### config.mk
export PLATFORM = sky130hd
export DESIGN_NAME = alu_op_sequencer
export DESIGN_NICKNAME = d
export VERILOG_FILES = /design/src/rtl/alu_op_sequencer.sv
export SDC_FILE = /design/constraint.sdc
export NUM_CORES = 1
export LEC_CHECK = 0
export BUFFER_PORTS_ARGS = -buffer_cell sky130_fd_sc_hd__buf_4
export CORE_MARGIN = 8
export CORE_UTILIZATION = 23
export DETAILED_ROUTE_END_ITERATION = 7
export PLACE_DENSITY_LB_ADDON = 0.25
export SYNTH_ARGS = -nofsm -noshare
export SYNTH_HDL_FRONTEND = slang
export SYNTH_SLANG_ARGS = --single-unit
### constraint.sdc
create_clock -name clk -period 2.8 [get_ports clk]
set_input_delay 0.56 -clock clk [delete_from_list [all_inputs] [get_ports clk]]
set_output_delay 0.56 -clock clk [all_outputs]
set_load 0.05 [all_outputs]
### src/rtl/alu_op_sequencer.sv
// alu_op_sequencer: requester-side controller for the 8-bit registered ALU.
// Takes one operation at a time on a valid/ready request port. It issues the
// operation to the ALU with a single-cycle alu_start and waits ALU_LATENCY
// cycles. It then captures alu_result and presents it on a valid/ready
// response port. Only one operation is in flight, and there is no reordering.
//
// Ports:
//   clk, rst_n                  clock, asynchronous active-low reset
//   req_valid/req_ready         request handshake
//   req_a/req_b/req_op          request operands and opcode (00 ADD, 01 SUB, 10 AND, 11 OR)
//   alu_start                   one-cycle ALU enable
//   alu_a/alu_b/alu_opcode      operands/opcode held towards the ALU
//   alu_result                  ALU result, valid ALU_LATENCY cycles after alu_start
//   rsp_valid/rsp_ready         response handshake
//   rsp_data/rsp_op             captured result and its opcode
//   busy                        high whenever the sequencer is not idle
//   op_count                    number of handed-off responses (wraps)
module alu_op_sequencer #(
   parameter int unsigned DATA_W      = 8,
   parameter int unsigned ALU_LATENCY = 1,   // legal range 1..15
   parameter int unsigned CNT_W       = 16
) (
   input  logic              clk,
   input  logic              rst_n,
   input  logic              req_valid,
   output logic              req_ready,
   input  logic [DATA_W-1:0] req_a,
   input  logic [DATA_W-1:0] req_b,
   input  logic [1:0]        req_op,
   output logic              alu_start,
   output logic [DATA_W-1:0] alu_a,
   output logic [DATA_W-1:0] alu_b,
   output logic [1:0]        alu_opcode,
   input  logic [DATA_W-1:0] alu_result,
   output logic              rsp_valid,
   input  logic              rsp_ready,
   output logic [DATA_W-1:0] rsp_data,
   output logic [1:0]        rsp_op,
   output logic              busy,
   output logic [CNT_W-1:0]  op_count
);

   localparam int unsigned WAIT_W = 4;

   typedef enum logic [1:0] {
      S_IDLE  = 2'd0,
      S_ISSUE = 2'd1,
      S_WAIT  = 2'd2,
      S_RESP  = 2'd3
   } state_t;

   state_t            state;
   state_t            state_nxt;
   logic [WAIT_W-1:0] wait_cnt;
   logic              ready_q;
   logic              accept_c;
   logic              wait_done_c;
   logic              rsp_done_c;

   // ready_q resets high. Gating it with rst_n keeps req_ready low while reset
   // is asserted and lets it rise as soon as reset is released.
   assign req_ready   = ready_q & rst_n;
   assign accept_c    = req_valid & req_ready;
   assign wait_done_c = (state == S_WAIT) && (wait_cnt == '0);
   assign rsp_done_c  = (state == S_RESP) && rsp_ready;

   // State register
   always_ff @(posedge clk or negedge rst_n) begin
      if (!rst_n) begin
         state <= S_IDLE;
      end else begin
         state <= state_nxt;
      end
   end

   // Next-state logic
   always_comb begin
      state_nxt = state;
      case (state)
         S_IDLE:  if (accept_c)    state_nxt = S_ISSUE;
         S_ISSUE:                  state_nxt = S_WAIT;
         S_WAIT:  if (wait_done_c) state_nxt = S_RESP;
         S_RESP:  if (rsp_done_c)  state_nxt = S_IDLE;
         default:                  state_nxt = S_IDLE;
      endcase
   end

   // Status outputs are registered from the next state so that they line up with the state register
   always_ff @(posedge clk or negedge rst_n) begin
      if (!rst_n) begin
         ready_q   <= 1'b1;
         alu_start <= 1'b0;
         busy      <= 1'b0;
         rsp_valid <= 1'b0;
      end else begin
         ready_q   <= (state_nxt == S_IDLE);
         alu_start <= (state_nxt == S_ISSUE);
         busy      <= (state_nxt != S_IDLE);
         rsp_valid <= (state_nxt == S_RESP);
      end
   end

   // Operand latch: changes only when a request is accepted
   always_ff @(posedge clk or negedge rst_n) begin
      if (!rst_n) begin
         alu_a      <= '0;
         alu_b      <= '0;
         alu_opcode <= 2'b00;
      end else if (accept_c) begin
         alu_a      <= req_a;
         alu_b      <= req_b;
         alu_opcode <= req_op;
      end
   end

   // Latency counter: loaded in ISSUE and counts down to zero during WAIT
   always_ff @(posedge clk or negedge rst_n) begin
      if (!rst_n) begin
         wait_cnt <= '0;
      end else if (state == S_ISSUE) begin
         wait_cnt <= WAIT_W'(ALU_LATENCY - 1);
      end else if ((state == S_WAIT) && (wait_cnt != '0)) begin
         wait_cnt <= wait_cnt - WAIT_W'(1);
      end
   end

   // Response capture: holds until the next capture, including after the handshake
   always_ff @(posedge clk or negedge rst_n) begin
      if (!rst_n) begin
         rsp_data <= '0;
         rsp_op   <= 2'b00;
      end else if (wait_done_c) begin
         rsp_data <= alu_result;
         rsp_op   <= alu_opcode;
      end
   end

   // Completed-operation counter: wraps naturally at 2^CNT_W
   always_ff @(posedge clk or negedge rst_n) begin
      if (!rst_n) begin
         op_count <= '0;
      end else if (rsp_done_c) begin
         op_count <= op_count + CNT_W'(1);
      end
   end

endmodule

# Word level (Yosys, flattened, before mapping)
# Cells that the tools add are included.
[op_classes]
n_bitwise = 2
eq_ne = 5
add_sub_neg = 2
n_mux = 6
n_reduce_logical = 9
[op_table]
columns = ["cell", "count"]
rows = [
  ["$add 16x1->16 const B", 1],
  ["$mux 4", 2],
  ["$pmux 2 s4", 1],
  ["$eq 2x2->1 const B", 3],
  ["$mux 2", 3],
  ["$eq 2x1->1 const B", 2],
  ["$logic_not 2->1", 2],
  ["$logic_not 4->1", 1],
  ["$reduce_bool 2->1", 2],
  ["$reduce_bool 4->1", 1],
  ["$sub 4x1->4 const B", 1],
  ["$logic_and 1x1->1", 3],
  ["$and 1x1->1", 2],
]
[totals]
register_bits = 54
word_cells = 36
out_inout_bits = 48
in_bits = 30

# Longest topological paths before layout
[logic_depth]
depth_word = 5
ltp_mapped = 6

# Worst setup path after synthesis
# Ideal clock, no wire load.
[synth_timing]
path_kind = "register -> register"
start = "register op_count[0]"
end = "register op_count[14]"
period_less_slack_ns = 1.737
t_arrival_ns = 1.595
path_buffers = 0
slack_ns = 1.063
setup_ns = 0.141
path_stages_with_launch = 6
cell_sequence = "dfrtp_1 ha_1 nand3_1 nor3_2 nand4_1 xnor2_1"
[synth_between]
elab_chain_len = 1
[synth_lines]
columns = ["element", "line", "rtl"]
rows = [
  ["start: declaration", "40", "output logic [CNT_W-1:0] op_count"],
  ["start signal: assignment", "143", "op_count <= op_count + CNT_W'(1);"],
  ["$add 16x1->16", "143", ""],
]
# No other way between the ends.
# A chain may end at the register's enable or synchronous reset.

# Final worst setup path
[layout_timing]
start = "register wait_cnt[0]"
end = "register rsp_op[1]"
[layout_between]
elab_chain_len = 2
[layout_lines]
columns = ["element", "line", "rtl"]
rows = [
  ["start: declaration", "54", "logic [WAIT_W-1:0] wait_cnt;"],
  ["start signal: assignment", "121", "wait_cnt <= WAIT_W'(ALU_LATENCY - 1);"],
  ["start signal: assignment", "123", "wait_cnt <= wait_cnt - WAIT_W'(1);"],
  ["$logic_not 4->1", "64", "assign wait_done_c = (state == S_WAIT) && (wait_cnt == '0);"],
  ["$logic_and 1x1->1", "64", ""],
  ["end signal: assignment", "134", "rsp_op <= alu_opcode;"],
  ["end: declaration", "38", "output logic [1:0] rsp_op,"],
]
# No other way between the ends.

==> flow_metrics.py <==
metrics = {
    "floorplan": {
        "boundaryPins": 78,
        "fp.dieW_um": 114.8,
        "die_h_um": 114.8,
        "core_sq_um": 9639,
        "die_area_sq_um": 13190,
        "start_util_pct": 23.31,
        "rows": 36,
    },
    "critical_path": {
        "cp_data_required_time_ns": 2.99,
        "crit_chain": "inv_1, ha_1, nor3b_2, nand3_1, mux2_2",
        "rr_startpoint": "wait_cnt[0]",
        "path_buf_inv": 1,
        "crit_path_end_kind": "flip-flop",
        "crit_type": "flip-flop to flip-flop",
        "ff2ff_setup_slack_ns": 0.80,
        "cp_top_family": "simple AND/OR/NAND/NOR gates",
        "slowest_stage": "nand3_1",
        "cp-start-kind": "flip-flop",
        "r2r-end": "rsp_op[1]",
        "critPathArrivalTime_ns": 2.19,
        "critPathMaxStageDelay_ns": 0.44,
        "cp_max_fo": 11,
        "ff2ff_path_depth": 5,
    },
    "clocking": {
        "h-tree-depth": 2,
        "clockBufferDepth": 2,
        "cts_root_buffer": "clkbuf_8",
        "cts_tree": "done",
        "clk_latency_ns": 0.30,
        "clk_pin_slew_ns": 0.09,
        "cts_resized": 0,
        "cts_buffers": 5,
        "postCtsHoldBufs": 0,
        "cts.sinks": 54,
        "postCtsSetupBuffers": 0,
    },
    "logic_synthesis": {
        "ys_warn_count": 0,
        "synth_top_family_by_area": "multiplexers",
        "synth-seq-cells": 54,
        "syn_nets": 207,
        "synth_simple_gate_area_share_pct": 12.53,
        "synth_xor_area_share_pct": 5.846,
        "seq_area_frac_synth_pct": 60.19,
        "syn_inst": 174,
        "netlist.area_leader.share_pct": 59.02,
        "synthDistinctLibCells": 28,
        "synth.cell_area_sq_um": 2247,
        "syn_avg_cell_area_sq_um": 12.91,
        "yosysMostFrequentCell": "dfrtp_1",
        "async_flop_share_pct": 100.0,
        "synth_edf_count": 0,
        "ys_top_cells_by_area": "dfrtp_1, mux2_2, xnor2_1, nand2_1, nand3_1",
        "synthMuxAreaShare_pct": 14.03,
        "synth_flop_cell": "dfrtp_1",
        "synth_common_cells": "dfrtp_1, mux2_2, nand2_1, xnor2_1, nand3_1",
        "synth-compound-area-share_pct": 3.898,
        "yosys.area_share.adder_pct": 1.670,
        "yosys.area.top_type": "dfrtp_1",
    },
    "pwr": {
        "p_per_area_nw_per_um2": 1185,
        "peakVddDrop_uv": 510.7,
        "p_total_uw": 3678,
        "power_leakage_uw": 0.001442,
    },
    "sta": {
        "setup_viol": 0,
        "hold_ws_ns": 0.3904,
        "rsz0062_at_grt": "no",
        "hold_violations": 0,
        "fin_crit_sh_pct": 71.55,
        "fin_skew_ns": 0.006412,
        "slew_headroom_pct": 54.03,
        "setup_ws_ns": 0.7967,
        "finalSetupTns_ns": 0,
        "timing.fmax_ghz": 0.4992,
        "finalMaxSlewViolations": 0,
        "period_needed_ns": 2.003,
        "worst_pin_slew_ns": 0.6896,
    },
    "global_route": {
        "grt_pass1_vias": 1708,
        "grt_start_max_net_pins": 55,
        "grt_overflow": 0,
        "grt_pass1_wl_um": 8556,
        "antenna_found_initial": 0,
        "grt_usage_pct": 8.205,
    },
    "placed_design": {
        "hpwlAfterDp_um": 3943,
        "io_buffers": 77,
        "place_ws_ns": 0.7498,
        "place.gp.congestion": 0.7316,
    },
    "final_layout": {
        "area_growth_pct": 38.08,
        "antenna_cells": 0,
        "layout.nets": 288,
        "fillers": 1021,
        "utilization_pct": 32.19,
        "drive_above_1_share_pct": 46.09,
    },
    "routing": {
        "wirelength_um": 5327,
        "drc_errors": 0,
        "ant_nets": 0,
        "first_iter_violations": 60,
        "vias": 1579,
        "wl_per_cell_um": 13.69,
        "viasPerCell": 4.059,
        "drtPass1Iterations": 4,
    },
    "status": {
        "status": "completed",
    },
    "hold_path": {
        "hold_class": "input port to asynchronous set/reset pin",
    },
    "flow_run": {
        "cap_viol_max_count": 0,
    },
}
layout by cell type, fill, tap and decap left out:
master and count:
o21ai_0 3, xor2_1 3, dfstp_2 1, a32o_1 2, nand4_1 3, bufinv_16 1
ha_1 3, nor3_1 5, xnor2_1 12, or3_1 1, o31ai_1 1, dfrtp_1 53
and3_1 2, nor3_2 1, buf_12 1, nand3b_1 1, nor2_1 7, nand2_1 19
a21oi_1 2, mux2_2 28, nor4_4 1, inv_1 5, clkbuf_8 5, clkbuf_1 2
nand3_4 1, and2_1 2, nor3b_2 1, a22o_1 3, buf_4 78, nand3_1 8
o311ai_0 1
layer usage:
metal  wire length, um  share of wire [%]  GRT usage [%]  up-vias
li1                  -                  -              -      763
met1              2474                 46          10.09      761
met2              2410                 45          12.90       53
met3               419                7.9          3.361        2
met4                23               0.43          2.364        0
met5                 0                  0              0        -
report_power, final:
part           switching, uW  total [uW]  internal (uW)  leakage, uW
logic                   1260        1880            629     0.000721
clock network            245         513            268    0.0000524
registers                221        1280           1060     0.000669
total                   1720        3680           1960      0.00144
stage by stage:
stage	instance area (sq um)	std cells
2_1_floorplan	2247	174
3_3_place_gp	2997	381
3_5_place_dp	2997	381
4_1_cts	3103	389
5_1_grt	3103	389
6_report	3103	389
layout make-up:
type / count / area, sq um / share of cell area, %
inverters: 5 / 18.77 / 0.6048
well taps: 133 / 166.4 / 5.363
flip-flops and latches: 54 / 1353 / 43.59
clock buffers: 7 / 76.32 / 2.460
clock inverters: 1 / 30.03 / 0.9677
repair buffers: 79 / 605.6 / 19.52
multi-input cells: 110 / 853.3 / 27.50
flip-flops by register name, summed over array words and instances (netlist names):
name	count
op_count	16
alu_a	8
alu_b	8
rsp_data	8
wait_cnt	4
alu_opcode	2
rsp_op	2
state	2
alu_start	1
busy	1
ready_q	1
rsp_valid	1
worst max path at each step:
| stage | startpoint | end | slack [ns] | cells past startpoint |
|---|---|---|---|---|
| 4_1_cts | wait_cnt[0] | rsp_data[0] | 0.74 | 5 |
| 3_5_place_dp | wait_cnt[0] | rsp_data[0] | 0.75 | 5 |
| 6_report | wait_cnt[0] | rsp_op[1] | 0.80 | 5 |
| 3_3_place_gp | wait_cnt[0] | rsp_data[6] | 0.79 | 5 |
| 5_1_grt | wait_cnt[0] | rsp_data[5] | 0.54 | 5 |
| 2_1_floorplan | op_count[0] | op_count[14] | 1.06 | 5 |
logic make-up (layout without fill, tap and decap cells):
kind of cell / count (synthesis) / after routing
simple gates: 52 / 52
xor+xnor: 15 / 15
buf+inv: 10 / 92
mux: 28 / 28
fa+ha+maj: 3 / 3
flops: 54 / 54
compound gates: 12 / 12
(Power assumes the default switching activity.)
